`src/rtl/stage_wb.sv`:
```
// rtl/stage_wb.sv - MEM/WB pipeline register with load alignment, misalign detect and retire counter
`ifndef REG_WIDTH
`define REG_WIDTH 32
`endif

module stage_wb #(
  parameter int REG_WIDTH     = `REG_WIDTH,
  parameter int RF_ADDR_WIDTH = 5
) (
  input  logic                     clk,
  input  logic                     reset_n,
  input  logic                     EX_MEM_valid,
  input  logic                     EX_MEM_reg_write_en,
  input  logic [RF_ADDR_WIDTH-1:0] EX_MEM_rd,
  input  logic [6:0]               EX_MEM_inst_opcode,
  input  logic [2:0]               EX_MEM_funct3,
  input  logic [REG_WIDTH-1:0]     EX_MEM_alu_out,
  input  logic [REG_WIDTH-1:0]     DMEM_data_out,
  input  logic                     stall,
  input  logic                     flush,
  output logic                     WB_valid,
  output logic                     WB_reg_write_en,
  output logic [RF_ADDR_WIDTH-1:0] WB_rd,
  output logic [REG_WIDTH-1:0]     WB_data,
  output logic                     WB_misalign,
  output logic [63:0]              instret
);

  localparam logic [6:0] OP_LOAD = 7'b0000011;
  localparam logic [6:0] OP_JAL  = 7'b1101111;
  localparam logic [6:0] OP_JALR = 7'b1100111;

  logic [1:0]           offset;
  logic [7:0]           byte_lane;
  logic [15:0]          half_lane;
  logic                 is_load;
  logic                 misaligned;
  logic [REG_WIDTH-1:0] next_data;
  logic                 next_we;
  // Low after reset; the first post-reset edge only arms capture.
  logic                 armed;

  // Select the load lane, extend it, and detect misaligned accesses.
  always_comb begin
    offset     = EX_MEM_alu_out[1:0];
    byte_lane  = DMEM_data_out[{offset, 3'b000} +: 8];
    half_lane  = offset[1] ? DMEM_data_out[31:16] : DMEM_data_out[15:0];
    is_load    = (EX_MEM_inst_opcode == OP_LOAD);
    misaligned = 1'b0;
    next_data  = EX_MEM_alu_out;
    if (is_load) begin
      case (EX_MEM_funct3)
        3'b000: next_data = {{(REG_WIDTH-8){byte_lane[7]}}, byte_lane};
        3'b001: begin
          misaligned = offset[0];
          next_data  = {{(REG_WIDTH-16){half_lane[15]}}, half_lane};
        end
        3'b100: next_data = {{(REG_WIDTH-8){1'b0}}, byte_lane};
        3'b101: begin
          misaligned = offset[0];
          next_data  = {{(REG_WIDTH-16){1'b0}}, half_lane};
        end
        // LW and the unused encodings all read the full word.
        default: begin
          misaligned = (offset != 2'b00);
          next_data  = DMEM_data_out;
        end
      endcase
      if (misaligned) next_data = '0;
    end else if (EX_MEM_inst_opcode == OP_JAL || EX_MEM_inst_opcode == OP_JALR) begin
      next_data = DMEM_data_out;
    end
    next_we = EX_MEM_valid & EX_MEM_reg_write_en & (EX_MEM_rd != '0) & ~misaligned;
  end

  // MEM/WB register and retired-instruction counter; flush beats stall.
  always_ff @(posedge clk or negedge reset_n) begin
    if (!reset_n) begin
      armed           <= 1'b0;
      WB_valid        <= 1'b0;
      WB_reg_write_en <= 1'b0;
      WB_rd           <= '0;
      WB_data         <= '0;
      WB_misalign     <= 1'b0;
      instret         <= 64'd0;
    end else if (!armed) begin
      armed <= 1'b1;
    end else if (flush) begin
      WB_valid        <= 1'b0;
      WB_reg_write_en <= 1'b0;
      WB_rd           <= '0;
      WB_data         <= '0;
      WB_misalign     <= 1'b0;
    end else if (!stall) begin
      WB_valid        <= EX_MEM_valid;
      WB_reg_write_en <= next_we;
      WB_rd           <= EX_MEM_rd;
      WB_data         <= next_data;
      WB_misalign     <= EX_MEM_valid & misaligned;
      if (EX_MEM_valid) instret <= instret + 64'd1;
    end
  end

endmodule

```
`config.mk`:
```
export PLATFORM = sky130hd
export DESIGN_NAME = stage_wb
export DESIGN_NICKNAME = d
export VERILOG_FILES = /design/src/rtl/stage_wb.sv
export SDC_FILE = /design/constraint.sdc
export NUM_CORES = 1
export LEC_CHECK = 0
export CORE_MARGIN = 1.5
export CORE_UTILIZATION = 50
export DETAILED_ROUTE_END_ITERATION = 8
export GPL_ROUTABILITY_DRIVEN = 1
export PLACE_DENSITY = 0.84
export SETUP_SLACK_MARGIN = 0.1
export SYNTH_ARGS = -nofsm -noshare
export SYNTH_HDL_FRONTEND = slang
export SYNTH_SLANG_ARGS = --single-unit
```
`constraint.sdc`:
```
create_clock -name clk -period 3.6 [get_ports clk]
set_input_delay 0.9 -clock clk [delete_from_list [all_inputs] [get_ports clk]]
set_output_delay 0.9 -clock clk [all_outputs]
set_load 0.005 [all_outputs]
```
==> run metrics <==
post-route setup TNS 0 ns; slowest stage delay, CP 0.58 ns; detailed-router iteration count before antenna repair 5; cell mode on critical path sky130_fd_sc_hd__and3_1; slowest stage cell, crit path sky130_fd_sc_hd__and3_1; maximum level of the CTS H-tree 3; number of failing setup endpoints in the final timing report 0; DRC 0; unrepaired setup endpoints after global routing no; power density cells 306 nW/um^2; Post-Syn Area per Cell 10.3 um^2; deepest clock path buffer count 2; most common flop cell mapped by yosys sky130_fd_sc_hd__dfrtp_1; Final Skew 0.0115 ns; Tot GR Track Use 28.0%; data required time of the critical path 3.89 ns; worst slew margin relative to its limit 37.8%; register area 2630 um^2; cell type with the largest total area after synthesis sky130_fd_sc_hd__dfrtp_1; combined area of all synthesized cells 5580 um^2; post-layout minimum cycle time 2.86 ns; type of destination of the critical path flip-flop; final setup margin 0.743 ns; class of the tightest hold or removal check flip-flop to flip-flop; worst slack, placed 0.353 ns; series of cell instances along the critical path clkdlybuf4s50_1, and4bb_2, and3_1, and3_1, and3_1, xor2_1; number of unique standard cell types used by synthesis 55; area occupied by multi-input gates 2840 um^2; total of fill cells in the finished design 798; Die ar. 11,800 um^2; share of async-settable or async-resettable flops after synthesis 100%; number of register bits inferred by synthesis 105; Bufs and invs on worst path 1; pin count of the biggest net entering global routing 56; Chip Height 109 um; part of the Yosys area used for sequential elements 47.1%; remaining global-route overflow 0; post-route fraction of the period consumed by the critical path 79.4%; total nets after synthesis 627; type of the setup path with the least slack primary input to flip-flop; top cells by area in the synthesized netlist sky130_fd_sc_hd__dfrtp_1 (47%), sky130_fd_sc_hd__xnor2_1 (7.8%), sky130_fd_sc_hd__mux2i_1 (6.8%), sky130_fd_sc_hd__nand3_1 (3.8%), sky130_fd_sc_hd__nand2_1 (3.7%); layout cells sized above 1 5.99%; number of flops mapped to enable cells by yosys 0; number of hold-repair buffers added at the cts stage 0; slew at the pin closest to its max-slew limit 0.920 ns; worst ir drop on vdd 0.198 mV; clock transition at the registers of the reported paths 0.11 ns; hpwl dp 12,400 um; routed len/inst 18.5 um; warnings from Yosys 0; insertion delay to the later sink of the worst-skew pair 0.37 ns; family with the most delay on the worst path simple AND/OR/NAND/NOR gates; Routability Congestion 0.948; initial core utilization 51.3%; Gates resized, CTS repair 0; achievable clock frequency 350 MHz; setup fix buffers added after clock tree synthesis 0; critical path peak fanout 15; number of global-route vias before repair 5,096; static leakage power 3.23 nW; post-synthesis cell count 541; TritonCTS clock tree done; growth of design area from synthesis to finish 40.8%; Die Wd 109 um; post-detailed-route count of antenna-violating nets 0; sort of element at the start of the critical path primary input; WL final 16,200 um; most common library cell in the layout ignoring fill and taps sky130_fd_sc_hd__clkdlybuf4s50_1; routed vias 5,099; layout net count 816; number of failing hold endpoints at the final stage 0; Crit path arrival time 3.15 ns; fraction of post-synthesis cell area in the top cell type by area 47.1%; PortBufs 188; run status complete, no violations; MaxCap Viol Count 0; iteration-0 DRC count of the detailed router 379; number of max-slew violations in the final report 0; Inserted Diodes 0; cell row count 38; TritonCTS Buffers 9; slack of the worst reg-to-reg path 1.18 ns; total I/O pin count 189; vias per std cell 5.83; Root Buffer sky130_fd_sc_hd__clkbuf_8; clock tree sinks 105; core area 10,900 um^2; number of antenna violations at the first check in global routing 0; global-route wire length before repair 25,700 um; most frequent cells in the layout sky130_fd_sc_hd__clkdlybuf4s50_1 (187), sky130_fd_sc_hd__dfrtp_1 (105), sky130_fd_sc_hd__nand2_1 (55)
-- logic make-up (layout without fill, tap and decap cells) --
logic type               count (synthesis)  count (layout)  synth area share, %
AND/OR/NAND/NOR                        222             222                 21.6
flip-flops                             105             105                 47.1
AO/OA/AOI/OAI                           78              78                 11.4
XOR/XNOR                                63              63                 9.88
multiplexers                            40              40                 7.42
buffers and inverters                   31             225                 2.35
adder cells (fa/ha/maj)                  1               1                0.224
other                                    1               1               0.0672
-- cell usage after synthesis (all sizes together), types with 2 or more instances --
master	count
and2	4
nand2b	17
nor2	27
and3	15
o21ai	12
nand3	42
or3	7
or4	5
mux2i	38
a2bb2oi	7
and4	5
nand4	23
clkbuf	16
nor2b	3
buf	8
o22ai	6
o221ai	2
a22o	12
inv	7
nand2	56
xnor2	50
xor2	13
a221o	16
nor4	5
dfrtp	105
a21oi	10
nor3	5
o211ai	5
nor4b	2
-- layout make-up --
class | count | share of cell area [%]
Tap cell | 140 | 2.23
Multi-Input combinational cell | 405 | 36.1
Clock buffer | 10 | 1.62
Sequential cell | 105 | 33.4
Inverter | 7 | 0.334
Timing Repair Buffer | 202 | 25.6
Clock inverter | 6 | 0.780
-- final timing paths --
kind / from / endpoint / cells after the start
max: flush / instret[28] / 6
max in group asynchronous: reset_n / instret[4] / 2
min reg2reg: instret[63] / instret[63] / 1
max reg2reg: instret[7] / instret[28] / 5
min in group asynchronous: reset_n / instret[31] / 1
min: instret[63] / instret[63] / 1
-- worst register-to-register path, delay by kind of cell (launching register included) --
| family | cells | cell delay (ns) |
|---|---|---|
| DFF | 1 | 0.48 |
| and+or+nand+nor | 4 | 1.71 |
| xor gates and xnor gates | 1 | 0.17 |
-- routing by layer --
metal / part of all wire [%] / track usage [%] / vias up
met2: 48 / 44.9 / 188
met1: 42 / 37.5 / 2527
met3: 6.4 / 5.32 / 40
met5: 0 / 0 / -
met4: 3.2 / 11.3 / 0
li1: - / - / 2344
-- sequential cells by signal (all words and copies together), names as in the netlist --
name / count
WB_data: 32
WB_reg_write_en: 1
armed: 1
WB_rd: 5
WB_misalign: 1
WB_valid: 1
instret: 64
-- stage by stage --
stage	utilization [%]	power, mW	cells	hold slack (ns)	instance area (um^2)
2_1_floorplan	-	1.43	541	0.468	5580
6_report	72.2	2.41	875	0.489	7860
4_1_cts	72.2	2.43	875	0.497	7860
3_5_place_dp	70.5	1.73	859	0.472	7670
3_3_place_gp	70.5	1.71	859	0.462	7670
5_1_grt	72.2	2.52	875	0.518	7860
-- where the power goes --
part | leakage, nW | internal (mW) | switching, mW
clock | 0.0922 | 0.269 | 0.435
sequential | 1.44 | 1.23 | 0.0472
combinational | 1.70 | 0.250 | 0.177
Note: power is estimated with default switching activity, not from simulation.
==> RTL change 1: new RTL, same flow settings <==
The parameter `RF_ADDR_WIDTH` goes from 5 to 6.
--- a/src/rtl/stage_wb.sv
+++ b/src/rtl/stage_wb.sv
@@ -6,5 +6,5 @@
 module stage_wb #(
   parameter int REG_WIDTH     = `REG_WIDTH,
-  parameter int RF_ADDR_WIDTH = 5
+  parameter int RF_ADDR_WIDTH = 6
 ) (
   input  logic                     clk,
Interface: changed (resized EX_MEM_rd and WB_rd); port bits go from 189 to 191. The function was not compared with the original's and may differ.
==> RTL change 1 against the unedited design <==
- register-to-register slack improved by 170 ps
- fmax decreased by 0.93%
- die area increased by 0.65%
- design area increased by 0.32%
- power increased by 1.7%
- setup slack got worse by 27 ps
- synthesized cell count increased by 2.8%
- sequential cell count increased by 1
- routed wire length decreased by 2.6%
- critical path type unchanged
- critical endpoint is now instret[63]
- clock skew increased by 0.86 ps
- area after synthesis increased by 0.67%
- combinational power increased by 5.6%
==> RTL change 1: results <==
export IMPL_syn_nets=643
export IMPL_place_gp_congestion=0.9696
export IMPL_critPathSlowestCell="clkdlybuf4s50_1"
export IMPL_r2r_start="armed"
export IMPL_drtIter0Drc=243
export IMPL_grt_use_met3=0.05559
export IMPL_dp_hpwl_um=12010
export IMPL_yosysSeqAreaShare=0.4718
export IMPL_top_regs="instret: 64 flops, WB_data: 32 flops, WB_rd: 6 flops"
export IMPL_routed_wl_um=15760
export IMPL_pre_cts_slack_ps=364.7
export IMPL_crit_path_start="flush"
export IMPL_synth_compound_area_frac=0.1315
export IMPL_r2r_slack_ps=1350
export IMPL_critPathMaxFanout=17
export IMPL_synth_distinct_cells=53
export IMPL_clock_latency_ps=360
export IMPL_max_slew_margin=0.2232
export IMPL_wl_per_cell_um=17.74
export IMPL_wl_met2_um=7643
export IMPL_synth_common_cells="dfrtp_1 (106), xnor2_1 (51), nand2_1 (47)"
export IMPL_postSynthAreaPerCell_um2=10.11
export IMPL_fin_nets=830
export IMPL_hold_start="WB_valid"
export IMPL_synth_xor_area_share=0.09815
export IMPL_slowest_delay_ps=500
export IMPL_finClkSkew_ps=12.32
export IMPL_cp_endpoint="instret[63]"
export IMPL_portBuffers=190
export IMPL_arrival_ps=3130
export IMPL_grt_max_degree=59
export IMPL_crit_family="simple AND/OR/NAND/NOR gates"
export IMPL_yosys_top_cells_area="dfrtp_1 (47%), xnor2_1 (7.9%), mux2i_1 (6.4%)"
export IMPL_hold_end="WB_valid"
export IMPL_rr_worst_depth=6
export IMPL_layout_setup_ws_ps=715.7
export IMPL_h_tree_depth=3
export IMPL_wl_met3_um=1444
export IMPL_holdPathStages=2
export IMPL_whs_ps=485.5
export IMPL_layout_drive_gt1_share=0.06283
export IMPL_peakVddDrop_mv=0.1687
export IMPL_hp_class="reg -> reg"
export IMPL_muxShareOfSynthArea=0.07011
export IMPL_avgViaCountPerCell=5.803
export IMPL_grtUsageTotal=0.2706
export IMPL_placed_area_um2=7704
export IMPL_outcome="complete, no violations"
export IMPL_grt_met2_usage=0.4513
export IMPL_grt_util_met1=0.3569
export IMPL_grt_pass1_vias=5002
export IMPL_wl_met1_um=6419
export IMPL_grt_pass1_wl_um=25060
export IMPL_synthAdderAreaFrac=0.002226
export IMPL_power_leakage_nw=3.183
export IMPL_place_inst=872
## RTL change 1: changes by cell type after synthesis, moves of 7 or more
cell | unedited run | this run
o211ai_1 | 5 | 12
nand2_1 | 55 | 47
a21oi_1 | 10 | 31
nand3_1 | 42 | 28
nor2_1 | 27 | 35
a2bb2oi_1 | 7 | 18
nand2b_1 | 17 | 2
nor3b_1 | 0 | 8
a221o_1 | 16 | 6
o21ai_0 | 10 | 20
and3_1 | 15 | 8
## RTL change 1: final cells by class
cell class / count / area [um^2]
fillers: 787 / 2999
clock buffers: 10 / 127.6
clock inverters: 6 / 57.56
well taps: 140 / 175.2
repair buffers: 206 / 2032
flip-flops and latches: 106 / 2653
multi-input cells: 414 / 2821
inverters: 6 / 22.52
## RTL change 1: power by group
| part | total, W | switching (W) | internal, W |
|---|---|---|---|
| Clock | 0.000706 | 0.000436 | 0.000270 |
| Combinational | 0.000451 | 0.000187 | 0.000264 |
| Sequential | 0.00129 | 0.0000487 | 0.00124 |
| Total | 0.00245 | 0.000671 | 0.00178 |
==> RTL change 2: new RTL, same flow settings <==
Without the edit above. Reset style: synchronous (`reset_n`), changed in one clocked block.
--- a/src/rtl/stage_wb.sv
+++ b/src/rtl/stage_wb.sv
@@ -75,5 +75,5 @@
 
   // MEM/WB register and retired-instruction counter; flush beats stall.
-  always_ff @(posedge clk or negedge reset_n) begin
+  always_ff @(posedge clk) begin
     if (!reset_n) begin
       armed           <= 1'b0;
Check against the original RTL: differs if reset_n is asserted again (counterexample within 4 cycles, from zero or initial values and one cycle with reset_n low); with reset_n held inactive, the same outputs for 10 cycles.
==> RTL change 2 against the unedited design <==
- routed wire length up 18%
- count of clock-buffer cells in the layout unchanged
- setup slack worse by 370 ps
- area after synthesis up 3.1%
- hold slack worse by 33 ps
- design area up 3.3%
- power up 3.4%
- sequential cell count unchanged
- clock power up 41%
- first-iteration DRC count up 49%
- largest power group unchanged
==> RTL change 2: results <==
export IMPL_antenna_found_initial=0
export IMPL_syn_nets=812
export IMPL_pre_cts_slack_ps=110.9
export IMPL_power_leakage_nw=2.671
export IMPL_pwr_share_clk=0.399
export IMPL_routed_wl_um=19030
export IMPL_portBuffers=188
export IMPL_grtUsageTotal=0.3081
export IMPL_yosys_top_cells_area="dfxtp_1 (37%), o21ai_0 (5.1%), nand2_1 (5.1%)"
export IMPL_top_regs="instret: 64 flops, WB_data: 32 flops, WB_rd: 5 flops"
export IMPL_holdPathStages=2
export IMPL_fin_nets=989
export IMPL_clockRootBuffer="clkbuf_16"
export IMPL_cts_buffer_depth=2
export IMPL_cts_made_buffers=9
export IMPL_vias=6412
export IMPL_clkTransAtPathRegs_ps=70
export IMPL_worst_r2r_endpoint="instret[49]"
export IMPL_worstMarginPinSlew_ps=934.1
export IMPL_critPathMaxFanout=18
export IMPL_async_flop_share=0
export IMPL_place_gp_congestion=0.9172
export IMPL_grt_pass1_vias=5974
export IMPL_hold_end="WB_data[9]"
export IMPL_hold_start="WB_data[9]"
export IMPL_peakVddDrop_mv=0.2174
export IMPL_layout_drive_gt1_share=0.07607
export IMPL_nFillCells=906
export IMPL_r2r_slack_ps=540
export IMPL_arrival_ps=3440
export IMPL_synth_distinct_cells=57
export IMPL_grt_pass1_wl_um=29260
export IMPL_cts_resized=0
export IMPL_synth_common_cells="dfxtp_1 (105), nand2_1 (78), nor2_1 (75)"
export IMPL_finClkSkew_ps=8.106
export IMPL_antenna_cells=0
export IMPL_crit_family="simple AND/OR/NAND/NOR gates"
export IMPL_drtIter0Drc=564
export IMPL_yosysSeqAreaShare=0.3651
export IMPL_grt_max_degree=74
export IMPL_clock_latency_ps=350
export IMPL_rr_worst_depth=5
export IMPL_p_int_w=0.001879
export IMPL_slowest_delay_ps=630
export IMPL_hp_class="reg -> reg"
export IMPL_outcome="complete, no violations"
export IMPL_dp_hpwl_um=13820
export IMPL_critPathSlowestCell="or4_4"
export IMPL_r2r_start="instret[5]"
-- RTL change 2: cell types whose count changed after synthesis, sizes merged, moves of 12 or more --
cell     change
a22o        -12
a21oi       +42
o21ai       +48
nor2        +48
mux2        +13
nand2       +22
o2bb2ai     +17
a221o       -16
xnor2       -35
dfrtp      -105
dfxtp      +105
a22oi       +12
mux2i       -20
clkbuf      +24
-- RTL change 2: per-stage QoR --
stage | hold WS (ps) | total power (W) | cells | cell area [um^2] | utilization
after global routing | 473.7 | 0.002569 | 1050 | 8123 | 0.7175
after CTS | 455.8 | 0.002497 | 1050 | 8123 | 0.7175
after floorplan | 448.3 | 0.001337 | 726 | 5757 | -
final | 455.9 | 0.002493 | 1050 | 8123 | 0.7175
after global placement | 439.4 | 0.001512 | 1035 | 7830 | 0.6916
after detailed placement | 445.7 | 0.001517 | 1035 | 7830 | 0.6916
-- RTL change 2: worst max path at each step --
stage | slack [ps] | startpoint | to
global route | 240 | stall | instret[49]
CTS | 410 | stall | instret[49]
finish | 370 | stall | instret[56]
global placement | 230 | stall | instret[49]
floorplan | 630 | stall | instret[62]
detailed placement | 110 | stall | instret[56]
-- RTL change 2: layout make-up --
cell class / instances / area (um^2) / area share
timing repair buffer: 212 / 2062 / 0.2539
sequential: 105 / 2102 / 0.2588
multi-input combinational: 565 / 3450 / 0.4247
clock inverter: 5 / 63.81 / 0.007856
tap: 143 / 178.9 / 0.02203
inverter: 10 / 37.54 / 0.004621
clock buffer: 10 / 229.0 / 0.02819
-- RTL change 2: power by group through the flow --
stage | Combinational [W] | Sequential (W) | Clock (W)
after floorplan | 0.000129 | 0.00121 | 0
final | 0.000316 | 0.00118 | 0.000996
after global routing | 0.000337 | 0.00118 | 0.00105
after CTS | 0.000311 | 0.00118 | 0.00101
after global placement | 0.000304 | 0.00121 | 0
after detailed placement | 0.000308 | 0.00121 | 0
-- RTL change 2: cells by family after synthesis --
family / count (synthesis) / synth area share
compound gates: 183 / 0.2002
xor+xnor: 35 / 0.05325
fa+ha+maj: 1 / 0.002173
buf+inv: 56 / 0.04108
flops: 105 / 0.3651
mux: 33 / 0.06259
simple gates: 313 / 0.2756
-- RTL change 2: worst min-delay path, cell delays in order (launching register included) --
cell     delay, ps
dfxtp_1        310
nand2_1         50
a21oi_1         50
-- RTL change 2: per-layer routing --
metal	track usage	vias up	part of all wire
met3	0.06232	52	0.11
li1	-	3010	-
met2	0.5031	372	0.46
met5	0	-	0
met1	0.3897	2978	0.40
met4	0.1447	0	0.030
